## src/rtl/ps2_rx.sv

```systemverilog
// PS/2 device-to-host receiver: input filtering, 11-bit frame deframing with odd parity,
// and E0/F0 prefix decoding into key make/break events.
module ps2_rx #(
    parameter int FILTER  = 4,
    parameter int TIMEOUT = 20000
) (
    input  logic       clk_sys,
    input  logic       reset,
    input  logic       ps2_clk,
    input  logic       ps2_data,
    output logic [7:0] rx_byte,
    output logic       rx_strobe,
    output logic       rx_err,
    output logic [7:0] key_code,
    output logic       key_ext,
    output logic       key_pressed,
    output logic       key_strobe,
    output logic       busy
);

    localparam int FW = (FILTER > 1) ? $clog2(FILTER + 1) : 1;
    localparam int TW = $clog2(TIMEOUT + 1);

    typedef enum logic [1:0] {IDLE, DATA, PARITY, STOP} state_t;

    logic          clk_meta, clk_sync, data_meta, data_sync;
    logic          clk_f, clk_f_d, fall;
    logic [FW-1:0] filt_cnt;
    state_t        state;
    logic [2:0]    bit_cnt;
    logic [7:0]    sr;
    logic          par_ok;
    logic [TW-1:0] tcnt;
    logic          ext_pend, rel_pend;

    // Lines idle high, so the input stage resets to the idle level to avoid a phantom edge.
    always_ff @(posedge clk_sys or posedge reset) begin
        if (reset) begin
            clk_meta  <= 1'b1;
            clk_sync  <= 1'b1;
            data_meta <= 1'b1;
            data_sync <= 1'b1;
            clk_f     <= 1'b1;
            clk_f_d   <= 1'b1;
            filt_cnt  <= '0;
            fall      <= 1'b0;
        end else begin
            clk_meta  <= ps2_clk;
            clk_sync  <= clk_meta;
            data_meta <= ps2_data;
            data_sync <= data_meta;
            if (clk_sync != clk_f) begin
                if (filt_cnt == FW'(FILTER - 1)) begin
                    clk_f    <= clk_sync;
                    filt_cnt <= '0;
                end else begin
                    filt_cnt <= filt_cnt + FW'(1);
                end
            end else begin
                filt_cnt <= '0;
            end
            clk_f_d <= clk_f;
            fall    <= clk_f_d & ~clk_f;
        end
    end

    // Frame FSM; a filtered falling edge always takes priority over the timeout.
    always_ff @(posedge clk_sys or posedge reset) begin
        if (reset) begin
            state     <= IDLE;
            bit_cnt   <= '0;
            sr        <= '0;
            par_ok    <= 1'b0;
            tcnt      <= '0;
            rx_byte   <= '0;
            rx_strobe <= 1'b0;
            rx_err    <= 1'b0;
        end else begin
            rx_strobe <= 1'b0;
            rx_err    <= 1'b0;
            if (fall) begin
                tcnt <= '0;
                case (state)
                    IDLE: begin
                        if (!data_sync) begin
                            state   <= DATA;
                            bit_cnt <= '0;
                        end
                    end
                    DATA: begin
                        sr      <= {data_sync, sr[7:1]};
                        bit_cnt <= bit_cnt + 3'd1;
                        if (bit_cnt == 3'd7)
                            state <= PARITY;
                    end
                    PARITY: begin
                        par_ok <= ^{sr, data_sync};
                        state  <= STOP;
                    end
                    STOP: begin
                        if (data_sync && par_ok) begin
                            rx_byte   <= sr;
                            rx_strobe <= 1'b1;
                        end else begin
                            rx_err <= 1'b1;
                        end
                        state <= IDLE;
                    end
                    default: state <= IDLE;
                endcase
            end else if (state == IDLE) begin
                tcnt <= '0;
            end else if (tcnt == TW'(TIMEOUT - 1)) begin
                state  <= IDLE;
                rx_err <= 1'b1;
            end else begin
                tcnt <= tcnt + TW'(1);
            end
        end
    end

    // Prefix decoder runs one cycle behind the byte strobe.
    always_ff @(posedge clk_sys or posedge reset) begin
        if (reset) begin
            ext_pend    <= 1'b0;
            rel_pend    <= 1'b0;
            key_code    <= '0;
            key_ext     <= 1'b0;
            key_pressed <= 1'b0;
            key_strobe  <= 1'b0;
        end else begin
            key_strobe <= 1'b0;
            if (rx_err) begin
                ext_pend <= 1'b0;
                rel_pend <= 1'b0;
            end else if (rx_strobe) begin
                case (rx_byte)
                    8'hE0: ext_pend <= 1'b1;
                    8'hF0: rel_pend <= 1'b1;
                    default: begin
                        key_code    <= rx_byte;
                        key_ext     <= ext_pend;
                        key_pressed <= ~rel_pend;
                        key_strobe  <= 1'b1;
                        ext_pend    <= 1'b0;
                        rel_pend    <= 1'b0;
                    end
                endcase
            end
        end
    end

    assign busy = (state != IDLE);

endmodule

```

## config.mk

```make
export PLATFORM = sky130hd
export DESIGN_NAME = ps2_rx
export DESIGN_NICKNAME = d
export VERILOG_FILES = /design/src/rtl/ps2_rx.sv
export SDC_FILE = /design/constraint.sdc
export NUM_CORES = 1
export LEC_CHECK = 0
export ABC_AREA = 1
export BUFFER_PORTS_ARGS = -buffer_cell sky130_fd_sc_hd__buf_2
export CORE_MARGIN = 8
export CORE_UTILIZATION = 45
export DETAILED_ROUTE_END_ITERATION = 6
export PLACE_DENSITY = 0.7
export SETUP_SLACK_MARGIN = 0.02
export SYNTH_ARGS = -nofsm -noshare
export SYNTH_HDL_FRONTEND = slang
export SYNTH_SLANG_ARGS = --single-unit
```

## constraint.sdc

```tcl
create_clock -name clk_sys -period 2.3 [get_ports clk_sys]
set_input_delay 0.23 -clock clk_sys [delete_from_list [all_inputs] [get_ports clk_sys]]
set_output_delay 0.23 -clock clk_sys [all_outputs]
set_load 0.01 [all_outputs]
```

======== After elaboration in Yosys (flattened, before gate mapping) ========
Cells that the tools add are included.
operators by class
  reductions and logical operators ........ 17
  shifts and indexed selects .............. 0
  equal/unequal tests ..................... 15
  bitwise logic cells ..................... 5
  order comparisons ....................... 0
  multipliers ............................. 0
  divide/modulo/power cells ............... 0
  add/sub/neg operators ................... 3
  mux-type cells .......................... 30
operator list
  cell                                            count
  two-way mux 15 bit                              3
  == test 8 bit (second input constant)           2
  adder 15 x 1 -> 15 bit (second input constant)  1
  == test 15 bit (second input constant)          1
  two-way mux 1 bit                               15
  two-way mux 2 bit                               5
  AND reduction 2 bit                             5
  two-way mux 3 bit                               3
  AND reduction 3 bit                             3
  XOR reduction 9 bit                             1
  inequality test 2 bit (second input constant)   4
  case mux 2 bit (4 select lines)                 1
  nonzero test 2 bit                              4
  adder 3 x 1 -> 3 bit (second input constant)    2
  inequality test 3 bit (second input constant)   2
  case mux 3 bit (2 select lines)                 1
  == test 2 bit (second input constant)           2
  NOT 1 bit                                       4
  case mux 1 bit (2 select lines)                 2
  AND reduction 4 bit                             1
  == test 3 x 2 -> 1 bit (second input constant)  1
  == test 3 bit (second input constant)           1
  == test 2 x 1 -> 1 bit (second input constant)  1
  logical NOT 2 bit                               1
  4 further kinds                                 4
word-level totals
  register bits ........................... 62
  bits in read-only memories .............. 0
  bits in latches ......................... 0
  logic and storage cells ................. 92
  memories ................................ 0
  input port bits ......................... 4
  bits in writable memories ............... 0

======== Longest topological paths before layout ========
  depth in word-level cells ............... 5
  depth in mapped cells ................... 10
  gate-level depth less buffers ........... 10

======== Worst setup path before layout ========
OpenSTA, ideal clock, no wires.
  path kind ............................... register to register
  start ................................... register state[0]
  end ..................................... register tcnt[2]
  data arrival time ....................... 1,244 ps
  stages on the path, launching flop included .. 8
  buffers on the path ..................... 0
  slack ................................... 946 ps
  period minus slack after synthesis ...... 1,354 ps
  required time ........................... 2,190 ps
  path through ............................ dfrtp_1 -> inv_1 -> ha_1 -> nor2_1 -> inv_2 -> nor2_2 -> inv_1 -> o41ai_1
on the way
  word-level cells in the longest chain between the ends .. 3
RTL lines
  what                    RTL line  RTL
  from (decl)             29        state_t state;
  from (signal assigned)  70        state <= IDLE;
  from (signal assigned)  86        state <= DATA;
  from (signal assigned)  94        state <= PARITY;
  logical NOT 2 bit (*)   111       end else if (state == IDLE) begin
  two-way mux 15 bit      111
  two-way mux 15 bit      81        if (fall) begin
  to (signal assigned)    117       tcnt <= tcnt + TW'(1);
  to (decl)               33        logic [TW-1:0] tcnt;
Every way passes the cells marked *; elsewhere a longest branch is shown, timed or not.
A chain may end at the register's enable or synchronous reset.

======== Worst setup path in the final report ========
  start ................................... register state[1]
  end ..................................... register state[1]
on the way
  word-level cells in the longest chain between the ends .. 3
RTL lines
  what                                                                RTL line  RTL
  == test 2 x 1 -> 1 bit (tied with other cells)                      83        case (state)
  inequality test 3 bit (no line) (tied with other cells)             --
  AND reduction 4 bit (no line) or two-way mux 2 bit (tied branches)  --
Parallel ways exist; a longest one is shown, timed or not.

==> flow_summary.yaml <==
final_layout:
  diodes: 0
  drive_gt1_share_pct: 19.4
  design.final.nets: 389
  fin_util_pct: 53.4
  area_growth_pct: 14.6
cts:
  cts_resized: 0
  cts_buffers: 9
  cts_root_buf: "clkbuf_8"
  postCtsSetupBuffers: 0
  clk_latency_ps: 340
  cts_sinks: 62
  clock_path_buffers: 2
  h-tree-depth: 3
  clk_pin_slew_ps: 60
  ctsHoldBuffers: 3
  cts_tree: "built"
power_and_ir_drop:
  power_density_mw_per_mm2: 788
  leakage_uw: 0.00166
  vdd_drop_max_v: 0.000529
timing:
  hold_ws_ps: 356
  worst_pin_slew_ps: 661
  drv_slew: 0
  hold_violations: 0
  setup_viol: 0
  rsz0062_at_grt: "false"
  fin_ws_ps: 661
  relSlewSlack_pct: 55.8
  fmax_ghz: 0.610
  fin_crit_sh_pct: 71.2
  fin_skew_ps: 8.55
  fin_crit_ps: 1640
  setup_tns_ps: 0
detailed_routing:
  wl_um: 5490
  vias: 2241
  first_iter_violations: 117
  drt-pass1-iter-count: 4
  wire_per_inst_um: 12.0
  vias_per_cell: 4.89
  ant_nets: 0
  drcViolationCount: 0
yosys:
  syn-cell-area_sq_mm: 0.00296
  yosys-top-cells-area: "dfrtp_1, nand2_1, dfstp_2"
  synth_top_area_share_pct: 47.4
  yosysMostFrequentCell: "nand2_1"
  synth_seq_area_share_pct: 52.7
  yosysUniqueCellTypes: 31
  synth_area_per_cell_sq_um: 8.67
  ys_ff_latch: 62
  yosysTopAreaCell: "dfrtp_1"
  synth_edf_count: 0
  syn_inst: 341
  synth_ff_type: "dfrtp_1"
  yosysWarnings: 0
  ys_async_sr_fraction_pct: 100
  yosys-top-cells-count: "nand2_1, dfrtp_1, inv_1"
  syn_nets: 354
global_routing:
  grt_usage_pct: 12.7
  grt_pass1_vias: 2161
  grt_overflow: 0
  grt_max_degree: 63
  grt_pass1_wl_um: 9890
  grt_antenna_before_repair: 0
worst_setup_path:
  crit_top_cell: "nand2_1"
  critPathKind: "flop to flop"
  critPathSlowestCell: "dfrtp_1"
  cp_max_fo: 15
  cp_num_buf_inv: 1
  cp_cell_sequence: "inv_1 > ha_1 > nand2_1 > or2_1 > nand3_1 > nand2_1 > nand2_1"
  critical-path-top-delay-family: "simple AND/OR/NAND/NOR gates"
  startpoint_type: "flop"
  slowest_delay_ps: 410
  critPathCaptureType: "flop"
  crit_required_ps: 2570
  worstPathArrival_ps: 1910
placement:
  hpwl_um: 4010
  io_buffers: 25
  place.gp.congestion: 0.897
  place_ws_ps: 677
floorplan:
  dieWidth_um: 97.1
  rows: 29
  dieArea_sq_mm: 0.00942
  die_h_um: 97.1
  start_util_pct: 46.6
  io_pins: 26
  coreArea_sq_mm: 0.00635
run:
  cap_violations: 0
outcome:
  status: "finished clean"
hold_path:
  hold_class: "flop to flop"
## flip-flops by register name, indices dropped and copies added (netlist names)
name	cells
key_pressed	1
clk_sync	1
key_code	8
rel_pend	1
state	2
rx_err	1
key_ext	1
clk_f	1
sr	8
data_sync	1
bit_cnt	3
rx_byte	8
fall	1
ext_pend	1
tcnt	15
par_ok	1
filt_cnt	3
rx_strobe	1
clk_f_d	1
key_strobe	1
clk_meta	1
data_meta	1
## where the power goes
part | leakage [uW] | switching, uW | internal, uW | total (uW)
clock | 0.0000869 | 418 | 478 | 896
sequential | 0.000838 | 104 | 1210 | 1310
combinational | 0.000731 | 301 | 164 | 465
## stage by stage
step                cells  total power [uW]  instance area [sq um]
floorplan             341              1690                   2960
global placement      439              1780                   3160
detailed placement    439              1800                   3160
CTS                   458              2710                   3390
global route          458              2870                   3390
finish                458              2670                   3390
## worst paths after layout
| path | startpoint | depth (start not counted) | end | slack [ps] |
|---|---|---|---|---|
| setup / recovery | state[1]$_DFFE_PP0P_ | 7 | state[1]$_DFFE_PP0P_ | 660 |
| hold / removal | data_meta$_DFF_PP1_ | 0 | data_sync$_DFF_PP1_ | 360 |
| setup reg to reg | state[1]$_DFFE_PP0P_ | 7 | state[1]$_DFFE_PP0P_ | 660 |
| hold reg to reg | data_meta$_DFF_PP1_ | 0 | data_sync$_DFF_PP1_ | 360 |
| max in group asynchronous | reset | 4 | data_sync$_DFF_PP1_ | 1470 |
| min in group asynchronous | reset | 4 | tcnt[8]$_DFFE_PP0P_ | 490 |
## cell type report
class | count | area, sq um
Tap cell | 77 | 96.3
Clock buffer | 12 | 165
Inverter | 44 | 165
Fill cell | 584 | 2960
Clock inverter | 4 | 30.0
Timing Repair Buffer | 29 | 175
Sequential cell | 62 | 1560
Multi-Input combinational cell | 230 | 1200
## routing by layer
| metal | vias up | part of all wire (%) | routed length [um] | global-route usage [%] |
|---|---|---|---|---|
| li1 | 1157 | - | - | - |
| met1 | 1041 | 50 | 2730 | 16.0 |
| met2 | 34 | 45 | 2480 | 19.0 |
| met3 | 9 | 3.8 | 211 | 4.27 |
| met4 | 0 | 1.5 | 80 | 6.04 |
| met5 | - | 0 | 0 | 0 |
## logic make-up after synthesis
group	Yosys count	share of synthesized area, %
AO/OA/AOI/OAI	38	6.64
XOR/XNOR	9	2.67
flip-flops	62	52.7
AND/OR/NAND/NOR	171	26.2
multiplexers	3	1.14
buffers and inverters	49	6.77
adder cells (fa/ha/maj)	9	3.81
## cell usage in the layout (no fill, tap or decap)
| cell type | n |
|---|---|
| xor2_1 | 6 |
| xnor2_1 | 3 |
| clkinvlp_4 | 4 |
| nor3b_1 | 1 |
| clkbuf_8 | 12 |
| inv_2 | 10 |
| buf_2 | 25 |
| a211oi_1 | 1 |
| mux2_2 | 3 |
| or2_1 | 1 |
| nand3_1 | 21 |
| o41ai_1 | 1 |
| nor4_1 | 1 |
| nor2_4 | 3 |
| dfrtp_1 | 56 |
| o21ai_0 | 21 |
| nor3_2 | 3 |
| buf_12 | 1 |
| nor2_1 | 27 |
| nor2_2 | 3 |
| nor3_1 | 10 |
| nand2_2 | 2 |
| nand2_1 | 90 |
| nand4_1 | 7 |
| nand3_2 | 1 |
| nor3b_2 | 1 |
| a21oi_1 | 7 |
| dfstp_2 | 6 |
| ha_1 | 9 |
| o21ai_1 | 8 |
| dlygate4sd3_1 | 3 |
| inv_1 | 34 |
## worst register-to-register path: cells and delay by family, from the launching register on
family                     cells  cell delay (ps)
and+or+nand+nor                5              840
adders and majority gates      1              240
DFF                            1              410
buffers and inverters          1               90
Power figures use the tool's default switching activity.
